File: src/rtl/serial_subtractor.sv
// Digit-serial subtractor: D = A - B - Bi over N+1 bits, K bits per clock, LSB digit first.
// Start/busy/done handshake; D and Bo only update on completion.
module serial_subtractor #(
    parameter int N = 19,
    parameter int K = 4
) (
    input  logic       clk,
    input  logic       rst,
    input  logic       start,
    input  logic [N:0] A,
    input  logic [N:0] B,
    input  logic       Bi,
    output logic       busy,
    output logic       done,
    output logic [N:0] D,
    output logic       Bo
);

    localparam int NDIG = (N + 1) / K;
    localparam int CW   = (NDIG > 1) ? $clog2(NDIG) : 1;

    typedef enum logic [1:0] {
        S_IDLE,
        S_RUN,
        S_DONE
    } state_t;

    state_t        state;
    state_t        state_next;
    logic [N:0]    a_reg;
    logic [N:0]    b_reg;
    logic [N:0]    part;
    logic [N:0]    a_next;
    logic [N:0]    b_next;
    logic [N:0]    part_next;
    logic [N:0]    d_next;
    logic          borrow;
    logic          borrow_next;
    logic          bo_next;
    logic          busy_next;
    logic          done_next;
    logic [CW-1:0] cnt;
    logic [CW-1:0] cnt_next;
    logic [K-1:0]  a_dig;
    logic [K-1:0]  b_dig;
    logic [K:0]    diff;

    always_ff @(posedge clk) begin
        if (rst) begin
            state  <= S_IDLE;
            a_reg  <= '0;
            b_reg  <= '0;
            part   <= '0;
            borrow <= 1'b0;
            cnt    <= '0;
            busy   <= 1'b0;
            done   <= 1'b0;
            D      <= '0;
            Bo     <= 1'b0;
        end else begin
            state  <= state_next;
            a_reg  <= a_next;
            b_reg  <= b_next;
            part   <= part_next;
            borrow <= borrow_next;
            cnt    <= cnt_next;
            busy   <= busy_next;
            done   <= done_next;
            D      <= d_next;
            Bo     <= bo_next;
        end
    end

    always_comb begin
        state_next  = state;
        a_next      = a_reg;
        b_next      = b_reg;
        part_next   = part;
        borrow_next = borrow;
        cnt_next    = cnt;
        d_next      = D;
        bo_next     = Bo;

        a_dig = a_reg[int'(cnt) * K +: K];
        b_dig = b_reg[int'(cnt) * K +: K];
        // K+1-bit difference: the top bit is the borrow into the next digit
        diff  = {1'b0, a_dig} - {1'b0, b_dig} - {{K{1'b0}}, borrow};

        case (state)
            S_IDLE, S_DONE: begin
                if (start) begin
                    a_next      = A;
                    b_next      = B;
                    borrow_next = Bi;
                    cnt_next    = '0;
                    part_next   = '0;
                    state_next  = S_RUN;
                end else if (state == S_DONE) begin
                    state_next = S_IDLE;
                end
            end
            S_RUN: begin
                part_next[int'(cnt) * K +: K] = diff[K-1:0];
                borrow_next = diff[K];
                cnt_next    = cnt + CW'(1);
                if (cnt == CW'(NDIG - 1)) begin
                    state_next = S_DONE;
                    d_next     = part_next;
                    bo_next    = diff[K];
                end
            end
            default: state_next = S_IDLE;
        endcase

        busy_next = (state_next == S_RUN);
        done_next = (state_next == S_DONE);
    end

endmodule

File: config.mk
export PLATFORM = sky130hd
export DESIGN_NAME = serial_subtractor
export DESIGN_NICKNAME = d
export VERILOG_FILES = /design/src/rtl/serial_subtractor.sv
export SDC_FILE = /design/constraint.sdc
export NUM_CORES = 1
export LEC_CHECK = 0
export BUFFER_PORTS_ARGS = -buffer_cell sky130_fd_sc_hd__buf_4
export CAP_MARGIN = 20
export CORE_ASPECT_RATIO = 1.25
export CORE_MARGIN = 4
export CORE_UTILIZATION = 50
export DETAILED_ROUTE_END_ITERATION = 10
export PLACE_DENSITY_LB_ADDON = 0.1
export SLEW_MARGIN = 20
export SYNTH_ARGS = -nofsm -noshare
export SYNTH_HDL_FRONTEND = slang
export SYNTH_SLANG_ARGS = --single-unit
File: constraint.sdc
create_clock -name clk -period 3.1 [get_ports clk]
set_clock_uncertainty 0.15 [all_clocks]
set_input_delay 0 -clock clk [delete_from_list [all_inputs] [get_ports clk]]
set_output_delay 0 -clock clk [all_outputs]
set_load 0.005 [all_outputs]
# Yosys cells after proc, flatten, opt, wreduce, memory -nomap -nowiden
# Index checks and enable logic that the tools add are counted.
[classes] n_shift=4 mux=11 n_eq_ne=6 reduce_logical=6 n_addsub=4
[op_table] operator="case mux 20 bit (2 select lines)" n=1
[op_table] operator="variable part select 20 x 6 -> 4 bit" n=2
[op_table] operator="negator 5 -> 33 bit" n=1
[op_table] operator="variable shift 4 x 33 -> 20 bit, first input constant" n=1
[op_table] operator="variable part select 4 x 33 -> 20 bit" n=1
[op_table] operator="bitwise mux 20 bit" n=1
[op_table] operator="two-way mux 20 bit" n=1
[op_table] operator="two-way mux 2 bit" n=3
[op_table] operator="case mux 3 bit (2 select lines)" n=1
[op_table] operator="AND reduction 2 bit" n=3
[op_table] operator="subtractor 4 x 4 -> 5 bit" n=1
[op_table] operator="subtractor 5 x 1 -> 5 bit" n=1
[op_table] operator="equality test 2 x 1 -> 1 bit, second input constant" n=2
[op_table] operator="equality test 2 bit, second input constant" n=2
[op_table] operator="case mux 2 bit (2 select lines)" n=1
[op_table] operator="adder 3 x 1 -> 3 bit, second input constant" n=1
[op_table] operator="equality test 3 bit, second input constant" n=1
[op_table] operator="two-way mux 3 bit" n=1
[op_table] operator="zero test 2 bit" n=1
[op_table] operator="inequality test 2 bit, second input constant" n=1
[op_table] operator="case mux 1 bit (2 select lines)" n=1
[op_table] operator="nonzero test 2 bit" n=1
[op_table] operator="OR reduction 2 bit" n=1
[op_table] operator="two-way mux 1 bit" n=1
[totals] regBits=89 out_inout_bits=23 input_bits=44

# Logic depth before layout (Yosys ltp)
# Gate-level depths: netlist of the first run.
[logic_depth] word_depth=6 ltp_mapped=12 ltp_nobuf=10

# Worst setup path before layout of the first run
# Ideal clock, no wire load.
[synth_timing] path_kind="register to register" start="reg cnt[0]" end="reg part[19]" stages_incl_launch_ff=13 required_ns=2.833 path_buffers=2 path_slack_ns=-0.038 arrival_ns=2.871 cell_sequence="dfxtp_1 buf_6 buf_4 mux4_2 nand2_1 nand2_1 fa_1 ha_1 nand2b_1 or3_1 o211a_1 and3_4 a32o_1"
[synth_via] elab_chain_len=6 elab_cells_between_ends=9
[synth_lines] element="start: declaration" line_no="42" source="logic [CW-1:0] cnt;"
[synth_lines] element="start signal: assignment" line_no="66" source="cnt <= cnt_next;"
[synth_lines] element="variable part select 20 x 6 -> 4 bit (on tied branches)" line_no="84, 85"
[synth_lines] element="subtractor 4 x 4 -> 5 bit" line_no="87" source="diff = {1'b0, a_dig} - {1'b0, b_dig} - {{K{1'b0}}, borrow};"
[synth_lines] element="subtractor 5 x 1 -> 5 bit" line_no="87"
[synth_lines] element="variable part select 4 x 33 -> 20 bit" line_no="103" source="part_next[int'(cnt) * K +: K] = diff[K-1:0];"
[synth_lines] element="bitwise mux 20 bit *" line_no="103"
[synth_lines] element="case mux 20 bit (2 select lines) *" line_no="89" source="case (state)"
[synth_lines] element="end signal: assignment" line_no="64" source="part <= part_next;"
[synth_lines] element="end: declaration" line_no="32" source="logic [N:0] part;"
# Mark *: on every way between the ends. The rest lies on a longest branch, timed or not.
# A chain may end at the register's enable or synchronous reset.

# Final worst setup path of the first run
# Ends and elaborated chain as after synthesis.

==> impl_metrics.tcl, run 1 <==
set metrics [dict create \
    status "complete, no violations" \
    timing_hold_violations_final 0 \
    synth_compound_area_share_pct 16.8 \
    grt-ovfl-total 0 \
    synth-edff-count 0 \
    r2r-start "cnt[0]" \
    grt_pass1_wl_mm 17.3 \
    slew_violations 0 \
    rsz0062_at_grt "no" \
    drc_errors 0 \
    max_freq_ghz 0.342 \
    worst_setup_path_start_kind "flop" \
    io_pins 67 \
    clock_latency_ns 0.36 \
    synth_ff_type "dfxtp_1" \
    dr.pass1.iters 5 \
    cts_tree "yes" \
    critPathRequiredTime_ns 3.21 \
    vdd_drop_max_v 0.000356 \
    synthAdderAreaFrac_pct 3.53 \
    die_x_um 87.7 \
    dp_slack_ns 0.0247 \
    wl_per_cell_um 14.9 \
    clock_path_buffers 2 \
    post-route-min-period_ns 2.93 \
    worst_slew_pin_slew_ns 0.894 \
    hp-start "rst" \
    die_h_um 108 \
    synth-seq-cells 89 \
    cp-end-kind "flop" \
    fin_crit_sh_pct 94.4 \
    stdcell_area_um2 5240 \
    synth_top_area_cell "dfxtp_1" \
    setup_tns_ns 0 \
    fp.coreArea_um2 7750 \
    grt_antenna_before_repair 0 \
    yosysSeqAreaShare_pct 44.9 \
    r2r-end "part[19]" \
    crit_type "flop to flop" \
    cts.sinks 89 \
    synth_top_family_by_area "simple AND/OR/NAND/NOR gates" \
    start_util_pct 51.2 \
    grt_pass1_vias 3664 \
    drive_gt1_share_pct 21.6 \
    hp-class "input port to flop" \
    drv_cap 0 \
    track_usage_pct 23.2 \
    wirelength_mm 10.2 \
    synth_nets 532 \
    vias_per_cell 5.44 \
    io_buffer_count 66 \
    yosys_warnings 0 \
    netlist.area_leader.share_pct 44.9 \
    synthXorXnorAreaFrac_pct 0.882 \
    power.leakage_nw 2.05 \
    synth_most_common_cell "nand2_1" \
    antenna_cells 0 \
    grt_max_degree 86 \
    max_slew_margin_pct 40.4 \
    powerDensity_nw_per_um2 476 \
    setup_viol 0 \
    die_area_um2 9440 \
    min_to "part[6]" \
    layout_setup_ws_ns 0.174 \
    rr_worst_depth 9 \
    cts-htree-levels 3 \
    ant_nets 0 \
    dpl.hpwl_mm 6.75 \
    fp-row-count 36 \
    drt_iter0_drc 198 \
    holdPathStages 2 \
    total_power_mw 2.49 \
    arrival_ns 3.04 \
    netlist_top_cells_count "121 x nand2_1, 89 x dfxtp_1, 52 x a21oi_1" \
    clkTransAtPathRegs_ns 0.09 \
    synth_area_leaders "dfxtp_1 45%, nand2_1 11%, a21oi_1 6.6%" \
    avgSynthCellArea_um2 8.31 \
    synthesis.area_um2 3970 \
    area_delta_synth_final_pct 31.9 \
    synth_cells 478 \
    gp_congestion 0.840 \
    synthMuxAreaShare_pct 5.39 \
    layout.nets 638 \
    cts_root_buf "clkbuf_8" \
    synth-async-reset-ratio_pct 0 \
    place_area_um2 4600 \
    synth_cell_types 46 \
    vias 3720 \
    synthSimpleGateAreaFrac_pct 24.1 \
    rrSetupSlack_ns 0.17 \
    path_max_fanout 5 \
    numCtsBuffers 9 \
]
worst max-delay path by stage:
stage,cells past startpoint,to,from
final,9,part[19],cnt[0]
after floorplan,12,part[19],cnt[0]
after CTS,10,part[19],cnt[0]
after detailed placement,9,part[19],cnt[0]
after global routing,10,part[19],cnt[0]
after global placement,9,part[19],cnt[0]
layout make-up:
type                       count  area [um^2]
inverter                       7         26.3
clock buffer                  10          138
tap                           95          119
fill                         685         2510
multi-input combinational    348         2030
sequential                    89         1790
clock inverter                 6         66.3
timing repair buffer         129         1070
routing by layer:
layer,GRT usage [%],part of all wire [%],vias up
met4,9.65,2.5,0
met5,0,0,-
li1,-,-,1863
met2,41.0,53,101
met1,27.5,41,1736
met3,3.37,4.4,20
cells by family (layout without fill, tap and decap cells):
family	Yosys count	count (layout)
AOI/OAI and AO/OA	106	106
DFF	89	89
muxes	12	12
and+or+nand+nor	216	216
xor gates and xnor gates	4	4
adders and majority gates	10	10
buffers and inverters	41	152
what timing repair did:
action                                 CTS  global route
setup endpoints to repair                1            19
cloned                                   0             0
setup buffers                            0             0
endpoints found under the hold margin   41             0
resized for setup                        1             6
hold buffers                            41             0
stage by stage:
stage	utilization [%]	instances	hold WS, ns
2_1_floorplan	-	478	-0.0140
3_3_place_gp	59.4	627	0.0961
3_5_place_dp	59.4	627	0.105
4_1_cts	67.4	684	0.0659
5_1_grt	67.6	684	0.111
6_report	67.6	684	0.0716
worst max-delay path, stage by stage, from the launching register on:
cell and delay (ns):
dfxtp_4 0.39, buf_4 0.16, mux4_2 0.51, a21oi_2 0.18, fa_2 0.26, ha_1 0.25, or3_1 0.35, o211a_1 0.15
and3_4 0.19, a32o_1 0.25
cell usage in the layout (no fill, tap or decap), drive strengths merged, types with 6 or more instances in the layout:
cell	instances
a21oi	53
inv	8
dfxtp	89
ha	8
nor2	47
nand2	121
and3	6
dlygate4sd3	41
a22oi	15
o21ai	11
a311oi	10
nand3	9
mux4	7
clkbuf	10
buf	88
power breakdown:
part / internal, mW / leakage [nW] / switching [mW]
Combinational: 0.219 / 1.22 / 0.246
Sequential: 1.18 / 0.725 / 0.0248
Clock: 0.397 / 0.107 / 0.421
Total: 1.80 / 2.05 / 0.692
No activity file was read; power rests on OpenSTA's default activity.
==> run 2: changes to the inputs <==
--- a/config.mk
+++ b/config.mk
@@ -11,7 +11,7 @@
 export CORE_MARGIN = 4
 export CORE_UTILIZATION = 50
 export DETAILED_ROUTE_END_ITERATION = 10
-export PLACE_DENSITY_LB_ADDON = 0.1
+export PLACE_DENSITY = 0.75
 export SLEW_MARGIN = 20
 export SYNTH_ARGS = -nofsm -noshare
 export SYNTH_HDL_FRONTEND = slang
==> run 2 against run 1 <==
Final cell count up 1.3%. Sequential power is essentially flat. Global-route usage increased by 0.19 points. Clock-buffer cell count is 2 higher. Critical path depth rose by 1. Die area unchanged. Sequential share of layout area fell by 0.54 points. Setup slack got worse by 0.051 ns. Maximum frequency shrank 1.7%. Hold slack better by 0.051 ns. Flip-flop and latch count did not move. Via count is 2.6% higher.
==> impl_metrics.tcl, run 2 (synthesis results as in run 1) <==
set metrics [dict create \
    critPathRequiredTime_ns 3.20 \
    fillers 627 \
    post-route-min-period_ns 2.98 \
    drv_cap 0 \
    start_util_pct 51.2 \
    powerDensity_nw_per_um2 454 \
    slew_violations 0 \
    p_switching_mw 0.671 \
    internal_power_mw 1.74 \
    antenna_cells 0 \
    drive_gt1_share_pct 21.1 \
    ant_nets 0 \
    clkPwrFrac_pct 30.3 \
    r2r-start "cnt[0]" \
    drc_errors 0 \
    hp-class "input port to flop" \
    r2r-end "part[19]" \
    crit_type "flop to flop" \
    dr.pass1.iters 4 \
    status "complete, no violations" \
    layout.nets 647 \
    path_max_fanout 5 \
    worst_setup_path_start_kind "flop" \
    hold-worst-slack_ns 0.122 \
    io_buffer_count 66 \
    numCtsBuffers 9 \
    grt_pass1_wl_mm 17.5 \
    grt-ovfl-total 0 \
    cts.sinks 89 \
    timing_hold_violations_final 0 \
    crit_path_max_incr_delay_ns 0.50 \
    fin_crit_sh_pct 96.0 \
    grt_max_degree 51 \
    power.leakage_nw 2.09 \
    die_x_um 87.7 \
    max_freq_ghz 0.336 \
    grt_antenna_before_repair 0 \
    use_met2_pct 40.4 \
    drt_iter0_drc 209 \
    pwr-share-seq_pct 50.0 \
    rrSetupSlack_ns 0.12 \
    track_usage_pct 23.4 \
    min_to "a_reg[4]" \
    vias 3816 \
    fp.coreArea_um2 7750 \
    setup_tns_ns 0 \
    area_delta_synth_final_pct 34.0 \
    arrival_ns 3.08 \
    die_area_um2 9440 \
    clkTransAtPathRegs_ns 0.08 \
    hp-start "start" \
    die_h_um 108 \
    gr-usage-met1_pct 27.0 \
    worst_slew_pin_slew_ns 0.678 \
    gp_congestion 0.879 \
    fp-row-count 36 \
    clock_latency_ns 0.36 \
    swShare_pct 27.8 \
    comb_power_share_pct 19.6 \
    wirelength_mm 10.2 \
    crit_path_top_delay_cell "mux4_2" \
    setup_viol 0 \
    cts_root_buf "clkbuf_8" \
    holdPathStages 5 \
    dpl.hpwl_mm 6.87 \
    rr_worst_depth 10 \
    vdd_drop_max_v 0.000332 \
    crit_chain "buf_4, mux4_2, a21oi_2, ha_1, inv_1, ha_4, or3_1, o211a_1, and3_4, a32o_1" \
    max_slew_margin_pct 54.8 \
    gr-max-usage-layer "met2" \
    cts_tree "yes" \
    grt_pass1_vias 3824 \
    io_pins 67 \
    rsz0062_at_grt "no" \
    vias_per_cell 5.51 \
    grt_util_met3_pct 4.59 \
    cp-end-kind "flop" \
    layout_commonest_cell "nand2_1" \
    wl_per_cell_um 14.8 \
    final_cell_mix "121 x nand2_1, 87 x dfxtp_1, 87 x buf_4, 51 x dlygate4sd3_1, 50 x a21oi_1" \
    cts-htree-levels 3 \
    clock_path_buffers 2 \
]
==> run 2: cell type report <==
class	count	area (um^2)	share of cell area [%]
well taps	95	119	2.23
flip-flops and latches	89	1790	33.6
inverters	7	26.3	0.494
repair buffers	138	1160	21.9
multi-input cells	348	2040	38.4
clock inverters	4	27.5	0.518
clock buffers	12	155	2.92
==> run 2: critical path, delay by kind of cell, from the launching register on <==
family	cells	cell delay [ns]
simple gates	2	0.60
compound gates	3	0.56
mux	1	0.50
fa+ha+maj	2	0.46
flops	1	0.38
buf+inv	2	0.23
==> run 2: worst max path at each step <==
stage                     startpoint  endpoint  depth (start not counted)  slack (ns)
after detailed placement      cnt[0]  part[19]                         11        0.04
after floorplan               cnt[0]  part[19]                         12       0.005
after CTS                     cnt[0]  part[19]                          9       0.001
final                         cnt[0]  part[19]                         10        0.12
after global placement        cnt[0]  part[19]                         10        0.11
after global routing          cnt[0]  part[19]                         10       0.009
==> run 2: layer usage <==
layer / share of wire [%] / vias up / routed length [um]
met5: 0 / - / 0
met4: 3.4 / 0 / 347
met3: 4.8 / 32 / 488
met2: 52 / 110 / 5320
met1: 40 / 1799 / 4070
li1: - / 1875 / -
==> run 2: repair_timing <==
action                     4_1_cts  5_1_grt
setup buffers                    0        1
pin swaps                        0        0
setup endpoints to repair        1       10
hold endpoints to repair        62        0
resized for setup                1        7
hold buffers                    51        0
==> run 2: metrics by stage <==
stage	power (mW)	utilization [%]	cell area [um^2]	cells	worst slack (ns)
floorplan	1.50	-	3970	478	0.00499
global placement	1.62	59.2	4590	625	0.113
detailed placement	1.63	59.2	4590	625	0.0420
CTS	2.41	68.2	5280	692	0.00121
global route	2.53	68.7	5320	693	0.00882
finish	2.42	68.7	5320	693	0.123
==> run 2: power by group through the flow <==
stage | registers, mW | clock network (mW) | logic [mW]
5_1_grt | 1.21 | 0.793 | 0.526
3_3_place_gp | 1.23 | 0 | 0.387
2_1_floorplan | 1.22 | 0 | 0.273
3_5_place_dp | 1.24 | 0 | 0.398
6_report | 1.21 | 0.733 | 0.474
4_1_cts | 1.21 | 0.750 | 0.452
==> run 3: changes to the inputs <==
--- a/config.mk
+++ b/config.mk
@@ -5,6 +5,7 @@
 export SDC_FILE = /design/constraint.sdc
 export NUM_CORES = 1
 export LEC_CHECK = 0
+export ABC_AREA = 1
 export BUFFER_PORTS_ARGS = -buffer_cell sky130_fd_sc_hd__buf_4
 export CAP_MARGIN = 20
 export CORE_ASPECT_RATIO = 1.25
==> constraint.sdc (replaced) <==
create_clock -name clk -period 3.1 [get_ports clk]
set_clock_uncertainty 0.15 [all_clocks]
set_input_delay 0.465 -clock clk [delete_from_list [all_inputs] [get_ports clk]]
set_output_delay 0.465 -clock clk [all_outputs]
set_load 0.005 [all_outputs]
==> run 3 against run 2 <==
Sequential share of layout area grew 3.8 points. Critical path type unchanged. Setup slack gained 0.12 ns. Largest power group unchanged. Global-route usage shrank 2.5 points.
==> impl_metrics.tcl, run 3 <==
set metrics [dict create \
    status "complete, no violations" \
    clkPwrFrac_pct 32.2 \
    cts_setup_buffers 0 \
    swShare_pct 29.0 \
    dr.pass1.iters 5 \
    arrival_ns 3.00 \
    die_x_um 87.6 \
    numCtsBuffers 9 \
    synth_top_area_cell "dfxtp_1" \
    synth_compound_area_share_pct 19.0 \
    worst_setup_path_start_kind "flop" \
    fillers 714 \
    layout.nets 647 \
    synth_cells 532 \
    wl_per_cell_um 13.5 \
    layout_commonest_cell "nor2_1" \
    fp.coreArea_um2 7750 \
    grt_antenna_before_repair 0 \
    synth_most_common_cell "nor2_1" \
    max_slew_margin_pct 53.2 \
    slew_violations 0 \
    synthSimpleGateAreaFrac_pct 25.2 \
    cts-htree-levels 3 \
    netlist.area_leader.share_pct 45.0 \
    grt_max_degree 51 \
    antenna_cells 0 \
    cts.sinks 89 \
    drc_errors 0 \
    synth-async-reset-ratio_pct 0 \
    power.leakage_nw 2.03 \
    synth_cell_types 40 \
    placedCellCount 677 \
    hold-worst-slack_ns 0.197 \
    vdd_drop_max_v 0.000391 \
    powerDensity_nw_per_um2 525 \
    stdcell_area_um2 4770 \
    synth_nets 586 \
    path_max_fanout 11 \
    pwr-share-seq_pct 49.0 \
    hp-class "input port to flop" \
    max_freq_ghz 0.351 \
    wirelength_mm 9.33 \
    io_buffer_count 66 \
    synthesis.area_um2 3960 \
    cts_root_buf "clkbuf_8" \
    synth_top_family_by_area "simple AND/OR/NAND/NOR gates" \
    fp-row-count 36 \
    netlist_top_cells_count "91 x nor2_1, 89 x dfxtp_1, 79 x nand2_1" \
    rrSetupSlack_ns 0.25 \
    synth-seq-cells 89 \
    clock_path_buffers 2 \
    synth-edff-count 0 \
    die_area_um2 9420 \
    avgSynthCellArea_um2 7.45 \
    synth_area_leaders "dfxtp_1 45%, o21ai_0 9.6%, nor2_1 8.6%" \
    grt_pass1_wl_mm 15.6 \
    gp_congestion 0.914 \
    track_usage_pct 20.9 \
    ant_nets 0 \
    synthAdderAreaFrac_pct 3.54 \
    vias_per_cell 5.33 \
    final_cell_mix "91 x nor2_1, 88 x dfxtp_1, 80 x buf_4, 79 x nand2_1, 76 x o21ai_0" \
    synthMuxAreaShare_pct 0 \
    synth_ff_type "dfxtp_1" \
    grt-ovfl-total 0 \
    area_delta_synth_final_pct 20.4 \
    yosys_warnings 0 \
    drt_iter0_drc 215 \
    io_pins 67 \
    yosysSeqAreaShare_pct 45.0 \
    p_switching_mw 0.727 \
    clock_latency_ns 0.36 \
    post-route-min-period_ns 2.85 \
    clkTransAtPathRegs_ns 0.09 \
    drv_cap 0 \
    start_util_pct 51.1 \
    die_h_um 108 \
    drive_gt1_share_pct 21.1 \
    cts_tree "yes" \
    internal_power_mw 1.78 \
    worst_slew_pin_slew_ns 0.701 \
    grt_pass1_vias 3579 \
    rsz0062_at_grt "no" \
    comb_power_share_pct 18.8 \
    dpl.hpwl_mm 6.78 \
    crit_type "flop to flop" \
    setup_viol 0 \
    cp-end-kind "flop" \
    vias 3694 \
    place_area_um2 4560 \
    setup_tns_ns 0 \
    fin_cells 693 \
    timing_hold_violations_final 0 \
    critPathRequiredTime_ns 3.25 \
    fin_crit_sh_pct 92.0 \
    synthXorXnorAreaFrac_pct 0.442 \
]
run 3: what timing repair did:
action                                 4_1_cts  5_1_grt
gates resized for setup                      0        3
setup endpoints to repair                    0        5
endpoints found under the hold margin        0        0
hold buffers                                 0        0
run 3: final cells by class:
cell class                      instances  area [um^2]  area share [%]
Clock buffer                           10          138            2.89
Clock inverter                          6         67.6            1.42
Inverter                               39          146            3.07
Multi-Input combinational cell        374         1920            40.2
Sequential cell                        89         1780            37.4
Tap cell                               95          119            2.49
Timing Repair Buffer                   80          601            12.6
run 3: logic make-up (layout without fill, tap and decap cells):
family | Yosys count | after routing
AOI/OAI and AO/OA | 133 | 133
adders and majority gates | 10 | 10
buffers and inverters | 69 | 135
and+or+nand+nor | 229 | 229
DFF | 89 | 89
xor gates and xnor gates | 2 | 2
run 3: per-layer routing:
metal  track usage, %  share of wire [%]  vias to the layer above
li1                 -                  -                     1871
met1             24.1                 42                     1689
met2             36.3                 50                      110
met3             3.14                5.3                       24
met4             11.6                3.1                        0
met5                0                  0                        -
run 3: worst paths after layout:
kind                             endpoint  cells past startpoint  startpoint
worst max-delay path             part[14]                     13      cnt[0]
worst min-delay path             a_reg[3]                      3        A[3]
worst max register to register   part[14]                     13      cnt[0]
worst min register to register  a_reg[10]                      2   a_reg[10]
run 3: power groups by stage:
stage | sequential (mW) | clock (mW) | combinational [mW]
3_3_place_gp | 1.25 | 0 | 0.449
3_5_place_dp | 1.25 | 0 | 0.462
5_1_grt | 1.23 | 0.871 | 0.528
2_1_floorplan | 1.24 | 0 | 0.331
4_1_cts | 1.23 | 0.829 | 0.464
6_report | 1.23 | 0.807 | 0.472
run 3: metrics by stage:
| step | total power [mW] | utilization, % | worst slack, ns |
|---|---|---|---|
| final | 2.51 | 61.6 | 0.247 |
| after global routing | 2.63 | 61.6 | 0.0277 |
| after detailed placement | 1.72 | 58.8 | 0.142 |
| after CTS | 2.52 | 61.5 | 0.131 |
| after floorplan | 1.57 | - | 0.134 |
| after global placement | 1.70 | 58.8 | 0.208 |
run 3: worst max-delay path: stages, from the launching register on:
cell     delay [ns]
dfxtp_2        0.35
buf_4          0.17
a21oi_1        0.14
o21ai_0        0.09
a32o_1         0.25
fa_2           0.37
fa_2           0.38
xnor2_1        0.16
nor2_1         0.18
nand2_1        0.09
nand2_1        0.07
o21ai_1        0.07
or2_1          0.22
a21oi_2        0.10
